<file path="src/rtl/pipeline_hazard_ctrl_pkg.sv">
// Shared definitions for the pipeline stall/flush sequencer: FSM state encoding
// and the hard-wired zero register number.
package pipeline_hazard_ctrl_pkg;

    typedef enum logic [1:0] {
        ST_RUN    = 2'd0,
        ST_STALL  = 2'd1,
        ST_DMWAIT = 2'd2
    } state_t;

    localparam logic [4:0] REG0 = 5'd0;

endpackage

</file>
<file path="src/rtl/pipeline_hazard_ctrl_sat_counter.sv">
// Up-counter with asynchronous active-low clear; holds at all-ones instead of wrapping.
module sat_counter #(
    parameter int W = 16
) (
    input  logic         clk,
    input  logic         rst_n,
    input  logic         inc,
    output logic [W-1:0] cnt
);

    always_ff @(posedge clk or negedge rst_n) begin
        if (!rst_n) begin
            cnt <= '0;
        end else if (inc && (cnt != {W{1'b1}})) begin
            cnt <= cnt + 1'b1;
        end
    end

endmodule

</file>
<file path="src/rtl/pipeline_hazard_ctrl.sv">
// Stall/flush sequencer for the 5-stage pipeline: load-use and branch-ALU interlocks,
// taken-branch/jump flushes, data-memory wait, plus stall/flush event counters.
module pipeline_hazard_ctrl
    import pipeline_hazard_ctrl_pkg::*;
#(
    parameter int BR_LU_STALL = 2,
    parameter int CNT_W       = 16
) (
    input  logic             Clk,
    input  logic             Reset_n,
    input  logic [4:0]       IDrs,
    input  logic [4:0]       IDrt,
    input  logic             IDusesRt,
    input  logic             IDBranch,
    input  logic             IDJump,
    input  logic             EXmemread,
    input  logic             EXregwrite,
    input  logic [4:0]       EXDest,
    input  logic             BranchTaken,
    input  logic             DMemBusy,
    output logic             PCWrite,
    output logic             IFIDWrite,
    output logic             IDEXWrite,
    output logic             EXMEMWrite,
    output logic             MEMWBWrite,
    output logic             IFIDFlush,
    output logic             IDEXFlush,
    output logic             EXMEMFlush,
    output logic [CNT_W-1:0] StallCycles,
    output logic [CNT_W-1:0] FlushEvents
);

    localparam logic [1:0] BR_REMAIN = 2'(BR_LU_STALL - 1);

    state_t     state, state_nxt, saved_state, saved_state_nxt;
    logic [1:0] remain, remain_nxt, saved_remain, saved_remain_nxt;
    state_t     eff_state;
    logic [1:0] eff_remain;
    logic       lu, ba;

    assign lu = EXmemread && (EXDest != REG0) &&
                ((EXDest == IDrs) || (IDusesRt && (EXDest == IDrt)));
    assign ba = IDBranch && EXregwrite && !EXmemread && (EXDest != REG0) &&
                ((EXDest == IDrs) || (EXDest == IDrt));

    // The first not-busy cycle after a memory wait behaves as the state that was interrupted.
    assign eff_state  = (state == ST_DMWAIT) ? saved_state  : state;
    assign eff_remain = (state == ST_DMWAIT) ? saved_remain : remain;

    always_ff @(posedge Clk or negedge Reset_n) begin
        if (!Reset_n) begin
            state        <= ST_RUN;
            remain       <= 2'd0;
            saved_state  <= ST_RUN;
            saved_remain <= 2'd0;
        end else begin
            state        <= state_nxt;
            remain       <= remain_nxt;
            saved_state  <= saved_state_nxt;
            saved_remain <= saved_remain_nxt;
        end
    end

    always_comb begin
        state_nxt        = ST_RUN;
        remain_nxt       = 2'd0;
        saved_state_nxt  = saved_state;
        saved_remain_nxt = saved_remain;
        if (BranchTaken) begin
            state_nxt  = ST_RUN;
            remain_nxt = 2'd0;
        end else if (DMemBusy) begin
            state_nxt  = ST_DMWAIT;
            remain_nxt = remain;
            if (state != ST_DMWAIT) begin
                saved_state_nxt  = state;
                saved_remain_nxt = remain;
            end
        end else if (eff_state == ST_STALL) begin
            state_nxt  = (eff_remain == 2'd1) ? ST_RUN : ST_STALL;
            remain_nxt = eff_remain - 2'd1;
        end else if (lu && IDBranch && (BR_LU_STALL > 1)) begin
            state_nxt  = ST_STALL;
            remain_nxt = BR_REMAIN;
        end
    end

    always_comb begin
        PCWrite    = 1'b1;
        IFIDWrite  = 1'b1;
        IDEXWrite  = 1'b1;
        EXMEMWrite = 1'b1;
        MEMWBWrite = 1'b1;
        IFIDFlush  = 1'b0;
        IDEXFlush  = 1'b0;
        EXMEMFlush = 1'b0;
        if (!Reset_n) begin
            {PCWrite, IFIDWrite, IDEXWrite, EXMEMWrite, MEMWBWrite} = 5'b00000;
            {IFIDFlush, IDEXFlush, EXMEMFlush}                       = 3'b111;
        end else if (BranchTaken) begin
            {IFIDFlush, IDEXFlush, EXMEMFlush} = 3'b111;
        end else if (DMemBusy) begin
            {PCWrite, IFIDWrite, IDEXWrite, EXMEMWrite, MEMWBWrite} = 5'b00000;
        end else if ((eff_state == ST_STALL) || lu || ba) begin
            PCWrite   = 1'b0;
            IFIDWrite = 1'b0;
            IDEXFlush = 1'b1;
        end else if (IDJump) begin
            IFIDFlush = 1'b1;
        end
    end

    sat_counter #(.W(CNT_W)) u_stall_cnt (
        .clk   (Clk),
        .rst_n (Reset_n),
        .inc   (!PCWrite),
        .cnt   (StallCycles)
    );

    sat_counter #(.W(CNT_W)) u_flush_cnt (
        .clk   (Clk),
        .rst_n (Reset_n),
        .inc   (IFIDFlush || IDEXFlush || EXMEMFlush),
        .cnt   (FlushEvents)
    );

endmodule

</file>
<file path="config.mk">
export PLATFORM = sky130hd
export DESIGN_NAME = pipeline_hazard_ctrl
export DESIGN_NICKNAME = d
export VERILOG_FILES = /design/src/rtl/pipeline_hazard_ctrl_pkg.sv /design/src/rtl/pipeline_hazard_ctrl_sat_counter.sv /design/src/rtl/pipeline_hazard_ctrl.sv
export SDC_FILE = /design/constraint.sdc
export NUM_CORES = 1
export LEC_CHECK = 0
export CAP_MARGIN = 40
export CORE_UTILIZATION = 25
export DETAILED_ROUTE_END_ITERATION = 12
export SLEW_MARGIN = 20
export SYNTH_ARGS = -nofsm -noshare
export SYNTH_HDL_FRONTEND = slang
export SYNTH_SLANG_ARGS = --single-unit
export TNS_END_PERCENT = 1
</file>
<file path="constraint.sdc">
create_clock -name Clk -period 3.56 [get_ports Clk]
set_input_delay 0.356 -clock Clk [delete_from_list [all_inputs] [get_ports Clk]]
set_output_delay 0.356 -clock Clk [all_outputs]
set_load 0.02 [all_outputs]
</file>
# Word-level counts from Yosys, hierarchy flattened
# Cells that the tools add are included.
# word_totals
ff_bits	40
input_bits	24
out_inout_bits	40
elab_cells	67
# classes
add_sub_neg	3
eq_ne	9
mux	28
n_bitwise	1
n_reduce_logical	20
# op_table
cell	count
adder 16 x 1 -> 16 bit, second input constant	2
!= test 16 bit, second input constant	2
two-way mux 1 bit	21
two-way mux 2 bit	7
== test 5 bit	2
logical AND 1 bit	10
logical OR 1 bit	6
nonzero test 5 bit	1
== test 2 x 1 -> 1 bit, second input constant	2
!= test 2 bit, second input constant	2
AND reduction 3 bit	1
== test 2 bit, second input constant	1
logical NOT 1 bit	2
subtractor 2 x 1 -> 2 bit, second input constant	1
inverter 1 bit	1

# Logic depth before layout (Yosys ltp)
# Gate-level depths: netlist (run 1).
# logic_depth
depth_word	13
depth_mapped	8

# Cells and area by module
# Synthesis (run 1) repeated with hierarchy kept, for this count alone.
# unflattened
hier_cells	221
hier_area_um2	2383.5
# by_module_without_submodules
module	n_inst	cells_per_inst	area_each_um2
sat_counter	2	72	859.6
pipeline_hazard_ctrl	1	77	664.4

# Least setup slack after synthesis (run 1)
# No wires, ideal clock.
# synth_path
path_kind	register to register
from	register u_stall_cnt.cnt[4]
to	register u_stall_cnt.cnt[1]
setup_ps	128
t_arrival_ps	1812
setup_slack_ps	1621
stages_incl_launch_ff	8
period_less_slack_ps	1939
path_cell_list	dfrtp_1 -> and4_1 -> nand3_2 -> nor2_1 -> a32oi_2 -> nand2_1 -> buf_6 -> mux2_1
# synth_between
elab_chain_cells	2
# synth_rtl
element	line_no	text
start: declaration	pipeline_hazard_ctrl_sat_counter.sv:8	output logic [W-1:0] cnt
start signal: assignment	pipeline_hazard_ctrl_sat_counter.sv:15	cnt <= cnt + 1'b1;
!= test 16 bit	pipeline_hazard_ctrl_sat_counter.sv:14	end else if (inc && (cnt != {W{1'b1}})) begin
logical AND 1 bit	pipeline_hazard_ctrl_sat_counter.sv:14	
# No other way between the ends.
# A chain may end at the register's enable or synchronous reset.

# Worst setup path after layout (run 1)
# layout_path
from	input port EXDest[3]
to	output port IDEXFlush
# layout_between
elab_chain_cells	10
# layout_rtl
element	line_no	text
start: declaration	pipeline_hazard_ctrl.sv:18	input logic [4:0] EXDest,
== test 5 bit	pipeline_hazard_ctrl.sv:42, pipeline_hazard_ctrl.sv:44	
logical AND 1 bit	pipeline_hazard_ctrl.sv:42	((EXDest == IDrs) || (IDusesRt && (EXDest == IDrt)));
logical OR 1 bit	pipeline_hazard_ctrl.sv:42	
logical AND 1 bit	pipeline_hazard_ctrl.sv:41	assign lu = EXmemread && (EXDest != REG0) &&
logical OR 1 bit	pipeline_hazard_ctrl.sv:104	end else if ((eff_state == ST_STALL) || lu || ba) begin
logical OR 1 bit (*)	pipeline_hazard_ctrl.sv:104	
two-way mux 1 bit (*)	pipeline_hazard_ctrl.sv:104	
two-way mux 1 bit (*)	pipeline_hazard_ctrl.sv:102	end else if (DMemBusy) begin
two-way mux 1 bit (*)	pipeline_hazard_ctrl.sv:100	end else if (BranchTaken) begin
two-way mux 1 bit (*)	pipeline_hazard_ctrl.sv:97	if (!Reset_n) begin
end: declaration	pipeline_hazard_ctrl.sv:27	output logic IDEXFlush,
# Every way passes the cells marked *; elsewhere a longest branch is shown, timed or not.

==> run summary, run 1 <==
======================================================================================
Maximum frequency from static timing analysis                                0.363 GHz
Via count of the first global-routing pass                                        1844
Post-synthesis area per instance                                              10.2 µm²
Total negative slack                                                              0 ns
Max Fanout on Critical Path                                                          4
Global-route wire length before repair                                         8800 µm
Max Cap Viol                                                                         0
Final total power                                                              1.74 mW
Synth top area cells                                                      sky130_fd_sc_hd__dfrtp_1 (44%), sky130_fd_sc_hd__xor2_1 (8.9%), sky130_fd_sc_hd__xnor2_1 (5.0%)
Insertion delay to the later sink of the worst-skew pair                       0.29 ns
Buffers inserted during post-CTS setup optimization                                  0
Startpoint Class                                                             input pin
H-tree Lvls                                                                          2
Total power divided by cell area                                            558 mW/mm²
Count of distinct cell types in the synthesized netlist                             42
Number of antenna violations at the first check in global routing                    0
Share of post-route cells with drive strength above 1                            10.8%
Startpoint-to-endpoint class of the critical path                         input pin to primary output
Post-route antenna net violation count                                               0
Final worst setup slack                                                       0.804 ns
Clock Tree Root                                                           sky130_fd_sc_hd__clkbuf_8
Final Critical Period                                                          2.76 ns
Data arrival time of the worst path                                            2.40 ns
Most frequent cells after synthesis                                       sky130_fd_sc_hd__dfrtp_1 (40), sky130_fd_sc_hd__nand2_1 (25), sky130_fd_sc_hd__xor2_1 (23)
Core ar.                                                                   0.00872 mm²
Register-to-register path setup slack                                          1.31 ns
Fin nets                                                                           314
Gpl congestion                                                                   0.731
Post-synthesis net count                                                           248
Total of buffers placed on input and output ports                                   63
Aggregate global routing overflow                                                    0
First drt pass iteration count                                                       4
Synthesis warning total                                                              0
Instance area at placement                                                 0.00299 mm²
# clock sinks                                                                       40
TritonCTS clock tree                                                              done
Peak VDD IR                                                                 0.000345 V
Fraction of the cycle the final worst path needs                                 77.4%
Overall global routing resource usage                                            11.3%
Worst Path Required                                                            3.20 ns
Sequential fraction of the synthesis area                                        44.3%
Netlist Area Pre-Place                                                     0.00226 mm²
Starting density of the core                                                     25.9%
Crit path capture type                                                    primary output
DP Worst Slack                                                                0.803 ns
Final Hold Violating Endpoints                                                       0
Pin slew with the least headroom to its limit                                 0.511 ns
Final setup viols                                                                    0
Hold-fix buffers at CTS                                                              0
Iter 0 DRT Violations                                                               53
Post-route DRC violation count                                                       0
Number of vias after detailed routing                                             1812
Clock buffer count from CTS                                                          5
Synth async-reset ratio                                                           100%
# IOs                                                                               64
Max Buffers Root-to-Sink                                                             2
Number of pins exceeding their max-slew limit in the final report                    0
Std-Cell Rows                                                                       34
Total of flip-flops plus latches after synthesis                                    40
WL final                                                                       5050 µm
Clock slew at the register clock pins of the worst setup and hold paths        0.08 ns
Chip Width                                                                     97.0 µm
Area share of the leading cell type in the synthesized netlist                   44.3%
Post-route core utilization                                                      35.7%
Number of enable-type register cells in the synthesized netlist                      0
Diodes inserted                                                                      0
Gate count of the mapped netlist                                                   221
RSZ-0062 raised after global routing                                                no
Post-route cell area                                                       0.00311 mm²
Maximum number of pins on one net before global-route repair                        24
Most frequently used flop master after synthesis                          sky130_fd_sc_hd__dfrtp_1
Largest area contributor in the netlist                                   sky130_fd_sc_hd__dfrtp_1
Most frequent cell after synthesis                                        sky130_fd_sc_hd__dfrtp_1
DPL Wire Length                                                                3910 µm
Static Leak                                                                    1.30 nW
Drt wl/cell                                                                    12.8 µm
DR vias/cell                                                                      4.58
Synth-to-Final Area Change                                                       38.0%
Die H                                                                          97.0 µm
Run status                                                                   completed
Worst-case clock skew                                                       0.00737 ns
CTS-repair resized insts                                                             0
Tightest slew margin relative to the limit                                       65.9%
Die Footprint                                                              0.00941 mm²
Min-Delay Path Class                                                      input pin to async pin
======================================================================================
## path summary, 6_finish.rpt
kind                                                 from  depth (start not counted)                               to
setup / recovery                                EXDest[3]                          8                        IDEXFlush
hold / removal                                    Reset_n                          1       saved_state[0]$_DFFE_PN0P_
setup reg to reg           u_stall_cnt.cnt[4]$_DFFE_PN0P_                          7   u_stall_cnt.cnt[4]$_DFFE_PN0P_
hold reg to reg            u_stall_cnt.cnt[6]$_DFFE_PN0P_                          1   u_stall_cnt.cnt[6]$_DFFE_PN0P_
max in group asynchronous                         Reset_n                          2  u_flush_cnt.cnt[12]$_DFFE_PN0P_
min in group Clk           u_stall_cnt.cnt[6]$_DFFE_PN0P_                          1   u_stall_cnt.cnt[6]$_DFFE_PN0P_
## per-layer routing
metal / vias up / GRT usage (%) / wire length (µm)
li1: 902 / - / -
met1: 862 / 15.0 / 2390
met3: 5 / 3.03 / 229
met4: 0 / 2.41 / 28
met5: - / 0 / 0
met2: 43 / 18.5 / 2400
## worst max-delay path, stage by stage
cell and delay (ns):
sky130_fd_sc_hd__clkdlybuf4s50_1 0.50, sky130_fd_sc_hd__xor2_1 0.20, sky130_fd_sc_hd__nor2_1 0.23, sky130_fd_sc_hd__nand3_2 0.16
sky130_fd_sc_hd__nand3b_4 0.15, sky130_fd_sc_hd__inv_1 0.04, sky130_fd_sc_hd__o21ai_0 0.13, sky130_fd_sc_hd__clkdlybuf4s50_1 0.64
## final cells by class
class	count	area (µm²)
clock buffers	7	96.3
clock inverters	1	30.0
fillers	882	5610
inverters	10	37.5
multi-input cells	166	1180
flip-flops and latches	40	1000
well taps	108	135
repair buffers	64	633
## sequential cells by signal, indices dropped and copies added, names as in the netlist
signal,cells
remain,2
saved_remain,2
saved_state,2
state,2
u_flush_cnt.cnt,16
u_stall_cnt.cnt,16
## metrics by stage
step	std cells	hold WS, ns
floorplan	221	0.0604
global placement	388	0.357
detailed placement	388	0.351
CTS	396	0.0277
global route	396	0.0488
finish	396	0.0291
## kinds of logic after synthesis
logic type | synth area share (%)
AND/OR/NAND/NOR | 25.8
flip-flops | 44.3
XOR/XNOR | 14.0
AO/OA/AOI/OAI | 6.93
buffers and inverters | 3.33
multiplexers | 3.99
adder cells (fa/ha/maj) | 1.66
## power by group
| group | switching (mW) | internal [mW] |
|---|---|---|
| clock network | 0.155 | 0.247 |
| logic | 0.329 | 0.316 |
| registers | 0.132 | 0.558 |
| total | 0.616 | 1.12 |
## layout by cell type, fill, tap and decap left out, drive strengths merged, types with 2 or more instances in the layout
master,synthesis,final
ha,3,3
a21oi,9,9
o21ai,2,2
mux2,5,5
mux2i,3,3
and4,2,2
nand2b,3,3
clkdlybuf4s50,0,62
xnor2,13,13
nor2,15,15
o31a,2,2
a31oi,2,2
and3,2,2
inv,10,10
nand4,4,4
nor4,6,6
nor3,15,15
and2,2,2
buf,4,2
nand3,16,16
dfrtp,40,40
nand2,25,25
clkbuf,1,7
nor2b,2,2
xor2,23,23
nand3b,3,3
(Power assumes the default switching activity.)
==> run 2: changes to the inputs <==
- clock period: 3.56 -> 2.82 ns (I/O delays scaled with it)
==> run 2 against run 1 <==
  * Clock skew down 0.0012 ns
  * Non-clock buffer count up 4
  * Wire length up 1.0%
  * Die area unchanged
  * Combinational power up 26%
  * Critical endpoint unchanged
  * Highest routed layer unchanged
==> run summary, run 2 (synthesis results as in run 1) <==
======================================================================================
Run status                                                                   completed
Startpoint Class                                                             input pin
Count of buffer and inverter cells on the critical path                              3
Die Footprint                                                              0.00941 mm²
Net switching power of the design                                               785 µW
Switching Share                                                                  36.4%
Maximum number of pins on one net before global-route repair                        27
Sequential group share of total power                                            40.4%
Fraction of the cycle the final worst path needs                                 92.7%
Chip Width                                                                     97.0 µm
Clock share of power                                                             21.8%
Startpoint-to-endpoint class of the critical path                         input pin to primary output
Synth-to-Final Area Change                                                       38.7%
Crit path capture type                                                    primary output
Most common cell on crit path                                             sky130_fd_sc_hd__clkdlybuf4s50_1
Buffers inserted during post-CTS setup optimization                                  0
Insertion delay to the later sink of the worst-skew pair                       0.29 ns
Iter 0 DRT Violations                                                               46
Core ar.                                                                   0.00872 mm²
Number of vias after detailed routing                                             1835
Number of antenna violations at the first check in global routing                    0
Instance area at placement                                                 0.00301 mm²
TritonCTS clock tree                                                              done
H-tree Lvls                                                                          2
Total negative slack                                                              0 ns
Peak VDD IR                                                                 0.000445 V
DR vias/cell                                                                      4.59
# clock sinks                                                                       40
Post-route antenna net violation count                                               0
Static Leak                                                                    1.31 nW
Total of buffers placed on input and output ports                                   63
Max Buffers Root-to-Sink                                                             2
Clock slew at the register clock pins of the worst setup and hold paths        0.08 ns
Min-Delay Path Class                                                      flop to flop
Max Fanout on Critical Path                                                          4
Post-route cell area                                                       0.00313 mm²
Worst-case clock skew                                                       0.00616 ns
Relative contribution of combinational cells to total power                      37.8%
Gpl congestion                                                                   0.704
Diodes inserted                                                                      0
# IOs                                                                               64
Crit-path leading delay family                                            buffers and inverters
RSZ-0062 raised after global routing                                                no
Global-route wire length before repair                                         8880 µm
Die H                                                                          97.0 µm
Internal power summed over all cells                                           1.37 mW
Post-route DRC violation count                                                       0
Final Hold Violating Endpoints                                                       0
Worst Path Required                                                            2.54 ns
Overall global routing resource usage                                            11.6%
Crit path max-delay cell type                                             sky130_fd_sc_hd__clkdlybuf4s50_1
Clock Tree Root                                                           sky130_fd_sc_hd__clkbuf_8
Clock buffer count from CTS                                                          5
WL final                                                                       5100 µm
Cell Chain, Critical Path                                                 clkdlybuf4s50_1 > xor2_1 > nor3_2 > nand3_2 > nand3b_4 > inv_1 > o21ai_0 > clkdlybuf4s50_1
Number of pins exceeding their max-slew limit in the final report                    0
Tightest slew margin relative to the limit                                       67.2%
Drt wl/cell                                                                    12.8 µm
Final Critical Period                                                          2.61 ns
Fin nets                                                                           318
Most frequent cells in the layout                                         sky130_fd_sc_hd__clkdlybuf4s50_1 (62), sky130_fd_sc_hd__dfrtp_1 (40), sky130_fd_sc_hd__nand2_1 (25), sky130_fd_sc_hd__xor2_1 (23), sky130_fd_sc_hd__nor2_1 (15)
Total power divided by cell area                                            688 mW/mm²
Data arrival time of the worst path                                            2.33 ns
DPL Wire Length                                                                3960 µm
Pin slew with the least headroom to its limit                                 0.492 ns
Maximum frequency from static timing analysis                                0.383 GHz
Largest registers                                                         u_flush_cnt.cnt (16), u_stall_cnt.cnt (16)
Std-Cell Rows                                                                       34
Starting density of the core                                                     25.9%
Leading cell type in the layout, fill and taps excluded                   sky130_fd_sc_hd__clkdlybuf4s50_1
Share of post-route cells with drive strength above 1                            11.6%
Via count of the first global-routing pass                                        1866
Max Cap Viol                                                                         0
Aggregate global routing overflow                                                    0
Final setup viols                                                                    0
Critical Path Max Stage Delay                                                  0.65 ns
First drt pass iteration count                                                       4
======================================================================================
[run 2: worst reg2reg max path: stages (launching register included)]
cell and delay, ns:
sky130_fd_sc_hd__dfrtp_1 0.44, sky130_fd_sc_hd__ha_1 0.24, sky130_fd_sc_hd__nand2_1 0.17, sky130_fd_sc_hd__nor2_1 0.11, sky130_fd_sc_hd__a32oi_2 0.27, sky130_fd_sc_hd__nand2_1 0.24, sky130_fd_sc_hd__buf_4 0.23, sky130_fd_sc_hd__nor4_2 0.15
sky130_fd_sc_hd__xor2_1 0.18
[run 2: metrics by stage]
| step | std cells | hold WS, ns | setup WS [ns] | utilization, % | power, mW |
|---|---|---|---|---|---|
| 6_report | 400 | 0.493 | 0.207 | 35.9 | 2.15 |
| 3_3_place_gp | 391 | 0.324 | 0.257 | 34.5 | 1.70 |
| 5_1_grt | 400 | 0.517 | 0.0548 | 35.9 | 2.30 |
| 2_1_floorplan | 221 | -0.0136 | 0.881 | - | 1.30 |
| 4_1_cts | 400 | 0.500 | 0.186 | 35.9 | 2.19 |
| 3_5_place_dp | 391 | 0.313 | 0.180 | 34.5 | 1.70 |
[run 2: path summary, 6_finish.rpt]
path / startpoint / end / slack [ns] / cells after the start
worst max-delay path: EXDest[4] / IDEXFlush / 0.21 / 8
worst min-delay path: u_stall_cnt.cnt[6]$_DFFE_PN0P_ / u_stall_cnt.cnt[6]$_DFFE_PN0P_ / 0.49 / 1
worst max register to register: u_stall_cnt.cnt[0]$_DFFE_PN0P_ / u_stall_cnt.cnt[11]$_DFFE_PN0P_ / 0.72 / 8
worst min register to register: u_stall_cnt.cnt[6]$_DFFE_PN0P_ / u_stall_cnt.cnt[6]$_DFFE_PN0P_ / 0.49 / 1
max in group asynchronous: Reset_n / u_stall_cnt.cnt[12]$_DFFE_PN0P_ / 1.98 / 3
min in group asynchronous: Reset_n / u_flush_cnt.cnt[0]$_DFFE_PN0P_ / 0.54 / 3
[run 2: cell type report]
type,instances,area (µm²)
clock buffers,5,68.8
clock inverters,3,42.5
fillers,887,5590
inverters,10,37.5
multi-input cells,166,1180
flip-flops and latches,40,1000
well taps,108,135
repair buffers,68,666
[run 2: layer usage]
| layer | GRT usage [%] | share of wire [%] |
|---|---|---|
| met5 | 0 | 0 |
| met4 | 3.21 | 1.3 |
| met3 | 3.47 | 5.7 |
| met2 | 18.3 | 46 |
| met1 | 15.3 | 47 |
[run 2: power groups by stage]
| stage | clock network [mW] | registers [mW] | logic [mW] |
|---|---|---|---|
| global route | 0.508 | 0.907 | 0.881 |
| finish | 0.468 | 0.871 | 0.814 |
| floorplan | 0 | 1.00 | 0.300 |
| detailed placement | 0 | 0.882 | 0.823 |
| global placement | 0 | 0.883 | 0.815 |
| CTS | 0.483 | 0.875 | 0.827 |
[run 2: timing repair]
item                      CTS  global route
hold buffers                1             0
hold endpoints to repair   16             0
gates resized for setup     0             0
==> patch, RTL diff (config.mk and constraints of run 2) <==
The parameter `CNT_W` goes from 16 to 32.
--- a/src/rtl/pipeline_hazard_ctrl.sv
+++ b/src/rtl/pipeline_hazard_ctrl.sv
@@ -5,5 +5,5 @@
 #(
     parameter int BR_LU_STALL = 2,
-    parameter int CNT_W       = 16
+    parameter int CNT_W       = 32
 ) (
     input  logic             Clk,
Interface: changed (resized FlushEvents and StallCycles); port bits go from 64 to 96. The function was not compared with the original's and may differ.
==> patch against run 2 <==
Clock power increased by 130%; clock skew shrank 0.88 ps; critical path depth down 1; worst hold slack lost 480 ps; wire length is 79% higher; core utilization up 0.064 points; highest routed layer unchanged; sequential share of layout area up 2.6 points; worst setup slack gained 170 ps; synthesized area rose by 64%; total power increased by 43%; final area increased by 66%; combinational power is 9.8% lower; sequential cell count rose by 32.
==> patch: results (changes against run 2) <==
Avg Cell Area, Syn=10.5 um^2 (was 10.2 um^2); Cells after DPL=636 (was 391); latest clock arrival within the worst-skew pair=340 ps (was 290 ps); GR Util met2=0.192 (was 0.183); clock buffer count from CTS=9 (was 5); CTS root buf=clkbuf_16 (was clkbuf_8); R2R depth=7 (was 8); WL/cell=14.0 um (was 12.8 um); status=finished clean (unchanged); commonest cells in the netlist=dfrtp_1 (72), xnor2_1 (40), xor2_1 (31), nand2_1 (29), nand3_1 (28) (was dfrtp_1 (40), nand2_1 (25), xor2_1 (23), nor2_1 (15)); worst setup path endpoint=u_flush_cnt.cnt[1]$_DFFE_PN0P_ (was IDEXFlush); clock skew=5.28 ps (was 6.16 ps); WL met1=4.18 mm (was 2.38 mm); max_slew headroom=0.648 (was 0.672); top flop regs=u_flush_cnt.cnt (32), u_stall_cnt.cnt (32) (was u_flush_cnt.cnt (16), u_stall_cnt.cnt (16)); worst hold slack=17.0 ps (was 493 ps); Starting DRT DRC Count=125 (was 46); global-route usage over all layers=0.127 (was 0.116); r2r setup slk=370 ps (was 720 ps); routability-driven placement congestion ratio=0.764 (was 0.704); CP max-delay cell=o41a_2 (was clkdlybuf4s50_1); Via Count=3033 (was 1835); first-pass GRT wire length=14.8 mm (was 8.88 mm); routed wl met2=4.24 mm (was 2.36 mm); met1 GRT Util=0.166 (was 0.153); worst min-delay path class=in -> async (was reg -> reg); post-synthesis sequential area ratio=0.486 (was 0.443); share of layout cells above drive strength 1=0.105 (was 0.116); nets=490 (was 318); Largest stage delay, worst path=510 ps (was 650 ps); Worst path top cell family by delay=simple AND/OR/NAND/NOR gates (was buffers and inverters); met3 Use GR=0.0458 (was 0.0347); top cells by area, synth=dfrtp_1 (49%), xnor2_1 (9.5%), xor2_1 (7.3%), nand3_1 (3.8%), nand4_1 (3.4%) (was dfrtp_1 (44%), xor2_1 (8.9%), xnor2_1 (5.0%), nand2_1 (4.2%), nor3_2 (3.5%)); Pleak=2.19 nW (was 1.31 nW); Final HPWL DP=6.74 mm (was 3.96 mm); number of global-route vias before repair=2927 (was 1866); largest net degree at the start of global routing=42 (was 27); total sequential power=1.29 mW (was 0.871 mW); Sw Pwr=0.972 mW (was 0.785 mW); Critical Path Fanout Max=25 (was 4); part of the power in registers=0.418 (was 0.404); syn nets=379 (was 248); port bufs=95 (was 63); synth unique cells=52 (was 42); Worst EP arrival=2670 ps (was 2330 ps); RR Endpoint=u_flush_cnt.cnt[1]$_DFFE_PN0P_ (was u_stall_cnt.cnt[11]$_DFFE_PN0P_); met3 WL=556 um (was 290 um); Critical Path Start=u_flush_cnt.cnt[0]$_DFFE_PN0P_ (was EXDest[4])
-- patch: cell types whose count changed after synthesis, moves of 5 or more --
cell / change
xnor2_1: +27
nand4_1: +17
nor3_2: -7
a21oi_1: -5
nor3_1: +13
xor2_1: +8
and3_1: +8
dfrtp_1: +32
nand3_1: +15
-- patch: per-stage QoR --
step	cell area, um^2	setup WS, ps
global placement	4920	43.8
floorplan	3710	409
detailed placement	4920	16.1
CTS	5200	9.28
finish	5210	374
global route	5210	175
-- patch: final cells by class --
cell class | instances | area (um^2)
fillers | 1460 | 9270
flip-flops and latches | 72 | 1800
multi-input cells | 262 | 1800
repair buffers | 110 | 1070
clock buffers | 11 | 243
well taps | 184 | 230
clock inverters | 5 | 32.5
inverters | 8 | 30.0
-- patch: cell families (layout without fill, tap and decap cells) --
kind of cell	Yosys count	after routing	synth area share
compound gates	17	17	0.0368
xor+xnor	71	71	0.168
fa+ha+maj	3	3	0.0101
buf+inv	18	134	0.0280
flops	72	72	0.486
mux	7	7	0.0216
simple gates	164	164	0.249
